[config.mk]
export PLATFORM = sky130hd
export DESIGN_NAME = instr_cache_flat
export DESIGN_NICKNAME = d
export VERILOG_FILES = /design/src/rtl/instr_cache_if.sv /design/src/rtl/instr_cache.sv /design/src/flat_wrapper.sv
export SDC_FILE = /design/constraint.sdc
export NUM_CORES = 1
export LEC_CHECK = 0
export BUFFER_PORTS_ARGS = -buffer_cell sky130_fd_sc_hd__buf_2
export CAP_MARGIN = 20
export CORE_MARGIN = 2
export CORE_UTILIZATION = 45
export CTS_CLUSTER_SIZE = 14
export DETAILED_ROUTE_END_ITERATION = 7
export REMOVE_ABC_BUFFERS = 1
export SYNTH_ARGS = -nofsm -noshare
export SYNTH_HDL_FRONTEND = slang
export SYNTH_SLANG_ARGS = --single-unit
[constraint.sdc]
create_clock -name Clk -period 11.05 [get_ports Clk]
set_input_delay 0 -clock Clk [delete_from_list [all_inputs] [get_ports Clk]]
set_output_delay 0 -clock Clk [all_outputs]
set_load 0.02 [all_outputs]
[src/rtl/instr_cache_if.sv]
// instr_cache_if
// Groups the CPU fetch port, the line-fill memory port and the performance
// counters of the instruction cache into one bundle.
//   CPU side    : i_readM, i_address (to cache); i_data, i_hit, i_stall (from cache)
//   control     : flush (to cache)
//   memory side : mem_readM, mem_address (from cache); mem_data, mem_ready (to cache)
//   counters    : num_hit, num_miss (from cache)
// modport slave  - the cache itself
// modport master - the environment (CPU + memory) driving the cache
interface instr_cache_if #(
  parameter int WORD_SIZE = 16
);
  logic                     i_readM;
  logic [WORD_SIZE-1:0]     i_address;
  logic [WORD_SIZE-1:0]     i_data;
  logic                     i_hit;
  logic                     i_stall;
  logic                     flush;
  logic                     mem_readM;
  logic [WORD_SIZE-1:0]     mem_address;
  logic [4*WORD_SIZE-1:0]   mem_data;
  logic                     mem_ready;
  logic [WORD_SIZE-1:0]     num_hit;
  logic [WORD_SIZE-1:0]     num_miss;

  modport slave (
    input  i_readM, i_address, flush, mem_data, mem_ready,
    output i_data, i_hit, i_stall, mem_readM, mem_address, num_hit, num_miss
  );

  modport master (
    output i_readM, i_address, flush, mem_data, mem_ready,
    input  i_data, i_hit, i_stall, mem_readM, mem_address, num_hit, num_miss
  );
endinterface

[src/rtl/instr_cache.sv]
// instr_cache
// Direct-mapped, read-only instruction cache with 4-word lines.
// Hits return data combinationally in the same cycle; a miss stalls the
// fetch stage while the line is fetched from instruction memory.
// Ports:
//   Clk   - single clock, all state changes on the rising edge
//   Reset - synchronous, active-high
//   bus   - instr_cache_if.slave: CPU fetch port, flush, memory fill port,
//           hit/miss performance counters
// Address split (word address): [1:0] offset, [IB+1:2] index, [top:IB+2] tag.
module instr_cache #(
  parameter int LINES     = 8,
  parameter int WORD_SIZE = 16
) (
  input  logic          Clk,
  input  logic          Reset,
  instr_cache_if.slave  bus
);

  localparam int IB = $clog2(LINES);
  localparam int TW = WORD_SIZE - IB - 2;
  localparam logic [WORD_SIZE-1:0] ONE = {{(WORD_SIZE-1){1'b0}}, 1'b1};

  typedef enum logic {
    ST_IDLE,
    ST_REQ
  } state_t;

  state_t r_state;
  state_t w_state_next;

  // Per-line storage
  logic [LINES-1:0]       r_valid;
  logic [TW-1:0]          r_tag  [LINES];
  logic [4*WORD_SIZE-1:0] r_line [LINES];

  // Flush requested while a fill was in flight; applied when the fill ends
  logic                   r_flush_pending;
  logic [WORD_SIZE-1:0]   r_mem_address;
  logic [WORD_SIZE-1:0]   r_num_hit;
  logic [WORD_SIZE-1:0]   r_num_miss;

  // Lookup path
  logic [1:0]             w_offset;
  logic [IB-1:0]          w_index;
  logic [TW-1:0]          w_tag;
  logic [4*WORD_SIZE-1:0] w_sel_line;
  logic [WORD_SIZE-1:0]   w_words [4];
  logic                   w_line_match;

  // Fill path uses the latched address only
  logic [IB-1:0]          w_fill_index;
  logic [TW-1:0]          w_fill_tag;

  // FSM decode
  logic                   w_hit;
  logic                   w_miss;
  logic                   w_fill;
  logic                   w_flush_any;

  assign w_offset     = bus.i_address[1:0];
  assign w_index      = bus.i_address[IB+1:2];
  assign w_tag        = bus.i_address[WORD_SIZE-1:IB+2];
  assign w_sel_line   = r_line[w_index];
  assign w_line_match = r_valid[w_index] && (r_tag[w_index] == w_tag);

  assign w_fill_index = r_mem_address[IB+1:2];
  assign w_fill_tag   = r_mem_address[WORD_SIZE-1:IB+2];

  assign w_flush_any  = bus.flush || r_flush_pending;

  for (genvar gi = 0; gi < 4; gi++) begin : g_word
    assign w_words[gi] = w_sel_line[gi*WORD_SIZE +: WORD_SIZE];
  end

  // Next-state and decode. Hits are only ever reported from IDLE.
  always_comb begin
    w_state_next = r_state;
    w_hit        = 1'b0;
    w_miss       = 1'b0;
    w_fill       = 1'b0;
    case (r_state)
      ST_IDLE: begin
        if (bus.i_readM) begin
          if (w_line_match) begin
            w_hit = 1'b1;
          end else begin
            w_miss       = 1'b1;
            w_state_next = ST_REQ;
          end
        end
      end
      ST_REQ: begin
        if (bus.mem_ready) begin
          w_fill       = 1'b1;
          w_state_next = ST_IDLE;
        end
      end
      default: begin
        w_state_next = ST_IDLE;
      end
    endcase
  end

  // State, valid bits, flush bookkeeping, fill address and counters
  always_ff @(posedge Clk) begin
    if (Reset) begin
      r_state         <= ST_IDLE;
      r_valid         <= '0;
      r_flush_pending <= 1'b0;
      r_mem_address   <= '0;
      r_num_hit       <= '0;
      r_num_miss      <= '0;
    end else begin
      r_state <= w_state_next;

      if (w_hit) begin
        r_num_hit <= r_num_hit + ONE;
      end

      if (w_miss) begin
        r_num_miss    <= r_num_miss + ONE;
        r_mem_address <= {bus.i_address[WORD_SIZE-1:2], 2'b00};
      end

      if (r_state == ST_IDLE) begin
        // The lookup this cycle already used the pre-flush valid bits.
        if (w_flush_any) begin
          r_valid         <= '0;
          r_flush_pending <= 1'b0;
        end
      end else begin
        if (w_fill) begin
          // A flush seen at any point of the fill (including its last
          // cycle) leaves the new line invalid along with all others.
          if (w_flush_any) begin
            r_valid         <= '0;
            r_flush_pending <= 1'b0;
          end else begin
            r_valid[w_fill_index] <= 1'b1;
          end
        end else if (bus.flush) begin
          r_flush_pending <= 1'b1;
        end
      end
    end
  end

  // Line data and tags carry no reset; their valid bits guard them.
  // A reset edge abandons an in-flight fill without writing it.
  always_ff @(posedge Clk) begin
    if (w_fill && !Reset) begin
      r_line[w_fill_index] <= bus.mem_data;
      r_tag[w_fill_index]  <= w_fill_tag;
    end
  end

  assign bus.i_hit       = w_hit;
  assign bus.i_data      = w_hit ? w_words[w_offset] : '0;
  assign bus.i_stall     = bus.i_readM && !w_hit;
  assign bus.mem_readM   = (r_state == ST_REQ);
  assign bus.mem_address = r_mem_address;
  assign bus.num_hit     = r_num_hit;
  assign bus.num_miss    = r_num_miss;

endmodule

[src/flat_wrapper.sv]
// flat-port wrapper written by rule: the top's interface ports become plain ports
module instr_cache_flat 
#(
  parameter int LINES     = 8,
  parameter int WORD_SIZE = 16
)
  (Clk, Reset, bus_i_readM, bus_i_address, bus_flush, bus_mem_data, bus_mem_ready, bus_i_data, bus_i_hit, bus_i_stall, bus_mem_readM, bus_mem_address, bus_num_hit, bus_num_miss);
  instr_cache_if #(.WORD_SIZE(WORD_SIZE)) bus_i ();
  input  logic Clk;
  input  logic Reset;
  input wire logic [$bits(bus_i.i_readM)-1:0] bus_i_readM;
  input wire logic [$bits(bus_i.i_address)-1:0] bus_i_address;
  input wire logic [$bits(bus_i.flush)-1:0] bus_flush;
  input wire logic [$bits(bus_i.mem_data)-1:0] bus_mem_data;
  input wire logic [$bits(bus_i.mem_ready)-1:0] bus_mem_ready;
  output wire logic [$bits(bus_i.i_data)-1:0] bus_i_data;
  output wire logic [$bits(bus_i.i_hit)-1:0] bus_i_hit;
  output wire logic [$bits(bus_i.i_stall)-1:0] bus_i_stall;
  output wire logic [$bits(bus_i.mem_readM)-1:0] bus_mem_readM;
  output wire logic [$bits(bus_i.mem_address)-1:0] bus_mem_address;
  output wire logic [$bits(bus_i.num_hit)-1:0] bus_num_hit;
  output wire logic [$bits(bus_i.num_miss)-1:0] bus_num_miss;
  assign bus_i.i_readM = bus_i_readM;
  assign bus_i.i_address = bus_i_address;
  assign bus_i.flush = bus_flush;
  assign bus_i.mem_data = bus_mem_data;
  assign bus_i.mem_ready = bus_mem_ready;
  assign bus_i_data = bus_i.i_data;
  assign bus_i_hit = bus_i.i_hit;
  assign bus_i_stall = bus_i.i_stall;
  assign bus_mem_readM = bus_i.mem_readM;
  assign bus_mem_address = bus_i.mem_address;
  assign bus_num_hit = bus_i.num_hit;
  assign bus_num_miss = bus_i.num_miss;
  instr_cache #(.LINES(LINES), .WORD_SIZE(WORD_SIZE)) u_core (.Clk(Clk), .Reset(Reset), .bus(bus_i));
endmodule
**Word level (Yosys, flattened, before mapping)**

Memories as Yosys holds them, arrays and structs flattened.
Cells that the tools add are included.

- Register bits: 56
- Memory bits (writable): 600
- Input bits: 85
- Output and inout bits: 67
- Word-level logic and storage cells: 57
- Memories: 2

Memories:

| name | words | width | read ports | clocked after Yosys merged registers in | wr ports | line | source |
|---|---|---|---|---|---|---|---|
| u_core.r_line | 8 | 64 | 1 | 0 | 1 | instr_cache.sv:35 | `logic [4*WORD_SIZE-1:0] r_line [LINES];` |
| u_core.r_tag | 8 | 11 | 1 | 0 | 1 | instr_cache.sv:34 | `logic [TW-1:0] r_tag [LINES];` |

- $add $sub $neg: 2
- Order comparisons: 4
- Equality and inequality tests: 3
- Multiplexer cells: 28
- Bitwise operators: 3
- Reduce and logical (&&, ||, !) cells: 9

Operators by type and width:

| cell | count |
|---|---|
| 2-to-1 mux 16 bit | 3 |
| adder 16 x 1 -> 16 bit, second input constant | 2 |
| binary-select mux 16 bit (select 2 bit) | 1 |
| 2-to-1 mux 8 bit | 4 |
| 2-to-1 mux 1 bit | 17 |
| == test 11 bit | 1 |
| < comparator 3 x 4 -> 1 bit, second input constant | 2 |
| OR 8 bit | 1 |
| logical AND 1 bit | 4 |
| binary-select mux 1 bit (select 3 bit) | 1 |
| demux 1 bit (select 3 bit) | 1 |
| >= comparator 3 x 1 -> 1 bit, second input constant | 1 |
| >= comparator 3 bit, second input constant | 1 |
| != test 3 bit, second input constant | 1 |
| NOT 2 -> 3 bit | 1 |
| zero test 1 bit | 2 |
| != test 2 bit, second input constant | 1 |
| case mux 1 bit (2 select lines) | 1 |
| AND reduction 2 bit | 1 |
| nonzero test 2 bit | 1 |
| logical OR 1 bit | 1 |
| NOT 1 bit | 1 |

**Depth between registers and ports, before layout**

Gate-level depths: netlist of run 1.

- Depth after elaboration: 8
- Depth in mapped cells: 11
- Mapped depth without buffers: 7

**Least setup slack after synthesis of run 1**

No wires, ideal clock.

- Path kind: register -> register
- Start: reg u_core.r_state (netlist: u_core.bus.mem_readM)
- End: mem u_core.r_line[0][0] (netlist name) (enable)
- Arrival: 6.084 ns
- Setup slack: 4.366 ns
- Stages on the path, launching flop included: 4
- Buffers on the path: 0
- Clock period less this slack: 6.684 ns
- Cell sequence: dfxtp_1 -> nand2_1 -> or3_1 -> nor3_1

- Word-level cells in the longest chain between the ends: 4

Ends and longest elaborated chain:

| item | line | source |
|---|---|---|
| start: declaration | instr_cache.sv:29 | `state_t r_state;` |
| start signal: assignment | instr_cache.sv:115 | `r_state <= w_state_next;` |
| 2-to-1 mux 1 bit | instr_cache.sv:82 | `case (r_state)` |
| logical AND 1 bit | instr_cache.sv:152 | `if (w_fill && !Reset) begin` |
| 2-to-1 mux 1 bit | instr_cache.sv:152 |  |
| 2-to-1 mux 1 bit (not written as such) | instr_cache.sv:153 | `r_line[w_fill_index] <= bus.mem_data;` |
| end: declaration | instr_cache.sv:35 |  |

Every way passes these cells.

**Worst setup path in the final report of run 1**

- Start: in bus_i_address[2]
- End: out bus_i_data[7]

- Word-level cells in the longest chain between the ends: 7
- Elaborated cells on any way between the ends: 13
- Those cells by class: eq/ne: 1; mux: 9; reduce/logical: 1; memory: 2

Ends and longest elaborated chain:

| item | line | source |
|---|---|---|
| start: declaration | flat_wrapper.sv:12 | `input wire logic [$bits(bus_i.i_address)-1:0] bus_i_address;` |
| memory (8 x 11 bit) / binary-select mux 1 bit (select 3 bit) (equally long branches) | - |  |
| == test 11 bit / 2-to-1 mux 1 bit (equally long branches) | instr_cache.sv:65 | `assign w_line_match = r_valid[w_index] && (r_tag[w_index] == w_tag);` |
| logical AND 1 bit | instr_cache.sv:65 |  |
| 2-to-1 mux 1 bit | instr_cache.sv:85 | `if (w_line_match) begin` |
| 2-to-1 mux 1 bit | instr_cache.sv:84 | `if (bus.i_readM) begin` |
| 2-to-1 mux 1 bit | instr_cache.sv:82 |  |
| 2-to-1 mux 16 bit * | instr_cache.sv:159 | `assign bus.i_data = w_hit ? w_words[w_offset] : '0;` |
| end: declaration | flat_wrapper.sv:16 | `output wire logic [$bits(bus_i.i_data)-1:0] bus_i_data;` |

Mark *: on every way between the ends. The rest lies on a longest branch, timed or not. The select of a mux whose other input is x is not followed.

==> flow_metrics.py, run 1 <==
metrics = {
    "synth": {
        "synth_cells": 1240,
        "ys_warn_count": 0,
        "synth_edf_count": 600,
        "yosysSeqAreaShare": 0.749,
        "yosys_most_used_dff": "edfxtp_1",
        "syn_avg_cell_area_um2": 20.6,
        "async_reset_ff_frac": 0,
        "synth_seq_cells": 656,
        "synth_cell_types": 41,
        "netlist_area_mm2": 0.0255,
    },
    "sta": {
        "fin_crit_ns": 4.62,
        "max_freq_mhz": 216,
        "finalSetupViolations": 0,
        "slew_violations": 0,
        "skew_ns": 0.0203,
        "worst_pin_slew_ns": 1.08,
        "final-hold-violation-count": 0,
        "hold_ws_ns": 0.0376,
        "period_share": 0.418,
        "finalSetupTns_ns": 0,
        "slew_headroom": 0.277,
        "rsz0062_at_grt": "no",
    },
    "grt": {
        "grt_max_degree": 70,
        "gr-max-usage-layer": "met2",
        "gr-total-overflow": 0,
        "grt_pass1_vias": 13541,
        "met2_usage": 0.295,
        "gr-usage-met1": 0.266,
        "grt.met3_usage": 0.0371,
        "grt_use_total": 0.187,
        "grt_pass1_wl_mm": 82.9,
        "antenna_found_initial": 1,
    },
    "placed_design": {
        "hpwlAfterDp_mm": 28.8,
        "place_congestion": 0.765,
        "port_buffers": 149,
    },
    "power_and_ir_drop": {
        "total_power_uw": 5140,
        "power.leakage_uw": 0.00986,
        "power.density_mw_per_mm2": 170,
        "internal-power_uw": 4080,
        "vdd_drop_max_mv": 0.134,
        "pwr-share-comb": 0.048,
        "switching_power_uw": 1060,
        "sw_frac_of_total": 0.206,
        "seq_power_share": 0.532,
        "clockPowerShare": 0.420,
    },
    "clock_tree": {
        "cts-root-buf": "clkbuf_16",
        "cts.sinks": 656,
        "clk_latency_ns": 0.60,
        "tritoncts": "built",
        "htree_levels": 3,
        "path_clk_slew_ns": 0.06,
        "cts_made_buffers": 69,
        "clk_path_buf_depth": 3,
    },
    "min_path": {
        "min_path_type": "in -> reg",
    },
    "die": {
        "die_x_um": 242,
        "core.rowCount": 87,
        "io_pins": 152,
        "dieHeight_um": 242,
        "core_area_mm2": 0.0563,
        "initial_utilization": 0.454,
        "die_area_mm2": 0.0587,
    },
    "finish": {
        "finalNetCount": 1583,
        "fill_cells": 4417,
        "drive_above_1_share": 0.300,
        "area_growth_syn_to_layout_pct": 17.9,
        "fin_util": 0.535,
    },
    "setup_path": {
        "critPathCaptureType": "output pin",
        "path_depth": 12,
        "crit_end": "bus_i_data[7]",
        "cp-startpoint": "bus_i_address[2]",
        "rr_startpoint": "u_core.r_tag[7][9]",
        "rr_endpoint": "u_core.bus.num_hit[5]",
        "critPathBufInv": 5,
        "r2r_slack_ns": 7.76,
        "crit_slowest_cell": "nor4_2",
        "critPathMaxFanout": 58,
        "cp.arrival_ns": 4.62,
        "reg2regPathDepth": 8,
        "worst_setup_path_start_kind": "primary input",
        "crit_type": "in -> out",
        "cpPeakStageDelay_ns": 0.85,
        "cp_cell_sequence": "dlygate4sd3_1, buf_8, buf_4, mux4_2, mux2i_1, xor2_1, nand2_1, nor4_2, nand2_1, buf_4, nor2_1, buf_2",
        "cp.required_ns": 11.05,
        "cp_top_family": "buffers and inverters",
    },
    "flow_run": {
        "cap_violations": 0,
    },
    "drt": {
        "drc": 0,
        "ant_nets": 0,
        "vias": 12857,
        "dr.first_iter.drc_count": 965,
        "routedWlPerCell_um": 23.3,
        "totalWireLength_mm": 53.8,
        "firstDrtPassIters": 5,
        "routed_via_density": 5.58,
    },
    "status": {
        "status": "finished, final reports clean",
    },
}
[layout make-up]
class | instances | area (um^2) | share of cell area
multi-input combinational | 506 | 6150 | 0.204
inverter | 7 | 26.3 | 0.000872
sequential | 656 | 19100 | 0.635
clock inverter | 30 | 180 | 0.00598
tap | 756 | 946 | 0.0314
antenna | 1 | 2.50 | 0.0000831
timing repair buffer | 256 | 1770 | 0.0588
clock buffer | 91 | 1910 | 0.0635
[layout by cell type (no fill, tap or decap), types with 3 or more instances in the layout]
| cell | instances |
|---|---|
| edfxtp_1 | 600 |
| mux4_2 | 180 |
| buf_2 | 146 |
| dlygate4sd3_1 | 81 |
| clkbuf_16 | 73 |
| dfxtp_1 | 56 |
| nor2_1 | 50 |
| a21oi_1 | 40 |
| mux2i_1 | 29 |
| nand3_1 | 28 |
| buf_4 | 27 |
| nor2b_1 | 18 |
| nand2_1 | 17 |
| nand4_1 | 17 |
| clkinv_1 | 17 |
| clkbuf_1 | 16 |
| o21ai_0 | 14 |
| mux2_1 | 14 |
| or4_1 | 10 |
| xor2_1 | 9 |
| nand2b_1 | 8 |
| o31ai_1 | 8 |
| clkinv_2 | 8 |
| o21ai_1 | 7 |
| inv_1 | 6 |
| nor2_4 | 6 |
| mux2_2 | 5 |
| or3_1 | 5 |
| nor3_1 | 5 |
| and3_1 | 5 |
| a31o_2 | 4 |
| and4_1 | 4 |
| inv_6 | 3 |
[how the worst min path moves through the flow]
stage / startpoint / to / slack (ns) / cells past startpoint
final: Reset / u_core.bus.num_hit[1] / 0.04 / 3
after global routing: Reset / u_core.bus.num_hit[8] / 0.07 / 3
after CTS: Reset / u_core.bus.num_hit[2] / 0.02 / 3
after detailed placement: bus_mem_data[49] / u_core.r_line[4][49] / 0.27 / 1
after global placement: bus_mem_data[34] / u_core.r_line[0][34] / 0.26 / 1
after floorplan: Reset / u_core.bus.mem_address[10] / 0.07 / 1
[logic make-up after synthesis]
group,after synthesis,share of synthesized area
adders and majority gates,2,0.000979
and+or+nand+nor,184,0.0372
other,1,0.000147
DFF,656,0.749
AOI/OAI and AO/OA,81,0.0180
buffers and inverters,79,0.0129
muxes,228,0.178
xor gates and xnor gates,9,0.00309
[power groups by stage]
stage | combinational, uW | clock [uW] | sequential [uW]
detailed placement | 228 | 0 | 2780
CTS | 254 | 2200 | 2730
finish | 249 | 2150 | 2730
global placement | 225 | 0 | 2780
floorplan | 107 | 0 | 2790
global route | 270 | 2300 | 2730
[registers in the layout, summed over array words and instances (netlist names)]
name                    count
u_core.bus.mem_address     14
u_core.bus.mem_readM        1
u_core.r_line             512
u_core.bus.num_hit         16
u_core.bus.num_miss        16
u_core.r_tag               88
u_core.r_valid              8
u_core.r_flush_pending      1
[per-stage QoR]
step | area, um^2 | cells | setup WS (ns)
finish | 30100 | 2303 | 6.43
global route | 30100 | 2303 | 6.02
CTS | 30100 | 2302 | 6.34
detailed placement | 27200 | 2100 | 6.93
global placement | 27200 | 2100 | 6.98
floorplan | 25200 | 1169 | 4.37
[worst reg2reg max path: cells and delay by family (launching register included)]
| kind | cells | cell delay, ns |
|---|---|---|
| muxes | 3 | 1.07 |
| xor gates and xnor gates | 1 | 0.26 |
| DFF | 1 | 0.36 |
| buffers and inverters | 1 | 0.26 |
| and+or+nand+nor | 3 | 1.27 |
[layer usage]
metal	wire length, um	vias up
met1	23900	6767
li1	-	5669
met5	0	-
met2	25800	354
met3	3050	67
met4	1050	0
[repair_timing]
action,4_1_cts,5_1_grt
gates resized for setup,0,0
setup buffers,0,0
hold buffers,81,0
endpoints found under the hold margin,545,0
[cell usage after synthesis, types with 14 or more instances]
library cell	instances	area [um^2]
nor2b_1	18	113
buf_1	20	75.1
mux4_2	180	4050
nand3_1	28	140
clkbuf_1	39	146
dfxtp_1	56	1120
edfxtp_1	600	18000
nor2_1	57	214
mux2_1	14	158
a21oi_1	40	200
nand4_1	17	106
o21ai_0	14	70.1
nand2_1	17	63.8
mux2i_1	29	290
Power figures use the tool's default switching activity.
==> run 2, diff against run 1 <==
--- a/config.mk
+++ b/config.mk
@@ -5,6 +5,7 @@
 export SDC_FILE = /design/constraint.sdc
 export NUM_CORES = 1
 export LEC_CHECK = 0
+export ABC_AREA = 1
 export BUFFER_PORTS_ARGS = -buffer_cell sky130_fd_sc_hd__buf_2
 export CAP_MARGIN = 20
 export CORE_MARGIN = 2
==> constraint.sdc (replaced) <==
create_clock -name Clk -period 4.85 [get_ports Clk]
set_input_delay 0 -clock Clk [delete_from_list [all_inputs] [get_ports Clk]]
set_output_delay 0 -clock Clk [all_outputs]
set_load 0.02 [all_outputs]
==> run 2 against run 1 <==
Effect of this change:
- utilization decreased by 0.93 points
- critical path depth unchanged
- non-clock buffer count increased by 1
- via count increased by 46%
- critical path type unchanged
- clock skew increased by 0.0018 ns
- global-route usage increased by 3.1 points
- critical endpoint is now bus_i_data[15]
- routed wire length increased by 27%
- clock power increased by 140%
- die area increased by 6.6%
- count of clock-buffer cells in the layout increased by 1
- worst setup slack got worse by 5.2 ns
==> flow_metrics.py, run 2 <==
metrics = {
    "sta": {
        "skew_ns": 0.0221,
        "period_share": 0.751,
        "worst_pin_slew_ns": 1.04,
        "fin_ws_ns": 1.21,
        "slew_violations": 0,
        "max_freq_mhz": 274,
        "rsz0062_at_grt": "no",
        "final-hold-violation-count": 0,
        "slew_headroom": 0.304,
        "finalSetupViolations": 0,
        "fin_crit_ns": 3.64,
    },
    "die": {
        "initial_utilization": 0.453,
        "die_area_mm2": 0.0626,
        "dieHeight_um": 250,
        "io_pins": 152,
        "die_x_um": 250,
        "core_area_mm2": 0.0601,
        "core.rowCount": 90,
    },
    "finish": {
        "largest_reg_flops": 512,
        "drive_above_1_share": 0.106,
        "design_area_mm2": 0.0316,
        "layout_commonest_cell": "nand2_1",
        "area_growth_syn_to_layout_pct": 16.1,
        "largest-register": "u_core.r_line",
        "finalNetCount": 2684,
        "reg_top3": "u_core.r_line (512), u_core.r_tag (88)",
        "fill_cells": 5240,
        "final_cell_mix": "nand2_1 (702), edfxtp_1 (600), a21oi_1 (247)",
    },
    "setup_path": {
        "critPathMaxFanout": 88,
        "worst_setup_path_start_kind": "primary input",
        "critPathCaptureType": "output pin",
        "r2r_slack_ns": 1.96,
        "cp_top_family": "buffers and inverters",
        "cp.arrival_ns": 3.64,
        "crit_slowest_cell": "buf_4",
        "cp_cell_sequence": "buf_8, inv_8, buf_4, buf_4, nand2_1, a22oi_1, nand2_1, nand3_1, o21ai_0, nand2_1, nor3b_2, buf_2",
        "cpPeakStageDelay_ns": 0.84,
        "crit_top_cell": "nand2_1",
        "critPathBufInv": 5,
        "crit_type": "in -> out",
        "cp.required_ns": 4.85,
    },
    "clock_tree": {
        "tritoncts": "built",
        "htree_levels": 3,
        "cts.sinks": 656,
        "cts-root-buf": "clkbuf_16",
        "clk_latency_ns": 0.60,
        "path_clk_slew_ns": 0.06,
        "cts_resized": 0,
        "clk_path_buf_depth": 3,
        "holdBufCountCts": 80,
        "cts_made_buffers": 68,
        "cts_setup_buffers": 0,
    },
    "synth": {
        "synth_area_leader_cell": "edfxtp_1",
        "synthTopCellsByArea": "edfxtp_1 (66%), nand2_1 (9.7%), a21oi_1 (4.5%)",
        "synth_cell_types": 38,
        "syn_avg_cell_area_um2": 11.3,
        "synth_top_cell_area_share": 0.661,
        "synth_cells": 2422,
        "synthTopCellsByCount": "nand2_1 (702), edfxtp_1 (600), a21oi_1 (247)",
        "synth_seq_cells": 656,
        "async_reset_ff_frac": 0,
        "yosysSeqAreaShare": 0.702,
        "synth_most_common_cell": "nand2_1",
        "synth_edf_count": 600,
        "netlist_area_mm2": 0.0273,
        "yosys_most_used_dff": "edfxtp_1",
        "ys_warn_count": 0,
    },
    "grt": {
        "antenna_found_initial": 5,
        "grt_pass1_wl_mm": 106,
        "grt_pass1_vias": 18630,
        "grt_use_total": 0.218,
        "grt_max_degree": 89,
        "gr-total-overflow": 0,
    },
    "status": {
        "status": "finished, final reports clean",
    },
    "power_and_ir_drop": {
        "power.density_mw_per_mm2": 384,
        "power.leakage_uw": 0.0119,
        "internal-power_uw": 9410,
        "sw_frac_of_total": 0.224,
        "clockPowerShare": 0.417,
        "pwr-share-comb": 0.066,
        "switching_power_uw": 2720,
        "vdd_drop_max_mv": 0.236,
        "seq_power_share": 0.518,
    },
    "drt": {
        "routed_via_density": 5.47,
        "dr.first_iter.drc_count": 1406,
        "drc": 0,
        "totalWireLength_mm": 68.5,
        "firstDrtPassIters": 5,
        "routedWlPerCell_um": 20.0,
        "ant_nets": 0,
        "vias": 18760,
    },
    "flow_run": {
        "cap_violations": 0,
    },
    "placed_design": {
        "postPlaceCellArea_mm2": 0.0287,
        "post-place-ws_ns": 1.32,
        "hpwlAfterDp_mm": 34.6,
        "port_buffers": 149,
        "place_congestion": 0.814,
    },
    "min_path": {
        "min_path_type": "in -> reg",
    },
}
==> run 2: cell count changes after synthesis, sizes merged, moves of 19 or more <==
cell / previous run / this run
buf: 33 / 92
mux2: 19 / 0
nand3: 28 / 109
nand2: 17 / 703
a21oi: 40 / 247
mux4: 180 / 0
inv: 6 / 158
nand4: 17 / 42
a221oi: 0 / 35
mux2i: 29 / 0
clkbuf: 39 / 61
a22oi: 0 / 58
nor2: 57 / 145
==> run 2: power groups by stage <==
stage	clock [uW]	sequential [uW]	combinational, uW
floorplan	0	6410	380
global placement	0	6400	721
detailed placement	0	6400	736
CTS	5150	6280	796
global route	5350	6280	886
finish	5060	6280	797
==> run 2: cells by family after synthesis <==
| family | synth area share |
|---|---|
| compound gates | 0.0928 |
| xor+xnor | 0.000643 |
| fa+ha+maj | 0.000918 |
| buf+inv | 0.0474 |
| flops | 0.702 |
| other cells | 0.000138 |
| simple gates | 0.156 |
==> run 2: tightest hold or removal path, cell delays in order <==
cell and delay [ns]:
buf_2 0.42, nand3_1 0.23, a21oi_1 0.06
==> run 2: per-stage QoR <==
stage / TNS, ns / total power [uW] / utilization / std cells / hold WS, ns
after CTS: 0 / 12200 / 0.526 / 3427 / 0.116
final: 0 / 12100 / 0.526 / 3430 / 0.183
after detailed placement: 0 / 7140 / 0.477 / 3228 / 0.256
after global placement: 0 / 7120 / 0.477 / 3228 / 0.254
after floorplan: -2382.42 / 6790 / - / 2270 / 0.0715
after global routing: 0 / 12500 / 0.526 / 3429 / 0.203
==> run 2: path summary, 6_finish.rpt <==
| kind | from | end | cells past startpoint |
|---|---|---|---|
| max | bus_i_address[2] | bus_i_data[15] | 12 |
| min | bus_i_readM | u_core.bus.num_miss[10] | 3 |
| max reg2reg | u_core.r_tag[3][10] | u_core.bus.mem_readM | 13 |
| min reg2reg | u_core.r_valid[2] | u_core.r_valid[2] | 2 |
==> run 2: metal layers <==
metal | vias to the layer above | global-route usage | share of wire
met3 | 103 | 0.0317 | 0.057
li1 | 8887 | - | -
met1 | 9222 | 0.293 | 0.43
met5 | - | 0 | 0.00035
met2 | 544 | 0.369 | 0.49
met4 | 4 | 0.0630 | 0.019
==> run 2: cell type report <==
class	count	area, um^2	area share
flip-flops and latches	656	19100	0.605
multi-input cells	1454	6880	0.218
diodes	2	5.00	0.000158
well taps	782	978	0.0309
clock buffers	92	1880	0.0593
inverters	160	616	0.0195
clock inverters	27	250	0.00791
repair buffers	257	1890	0.0597
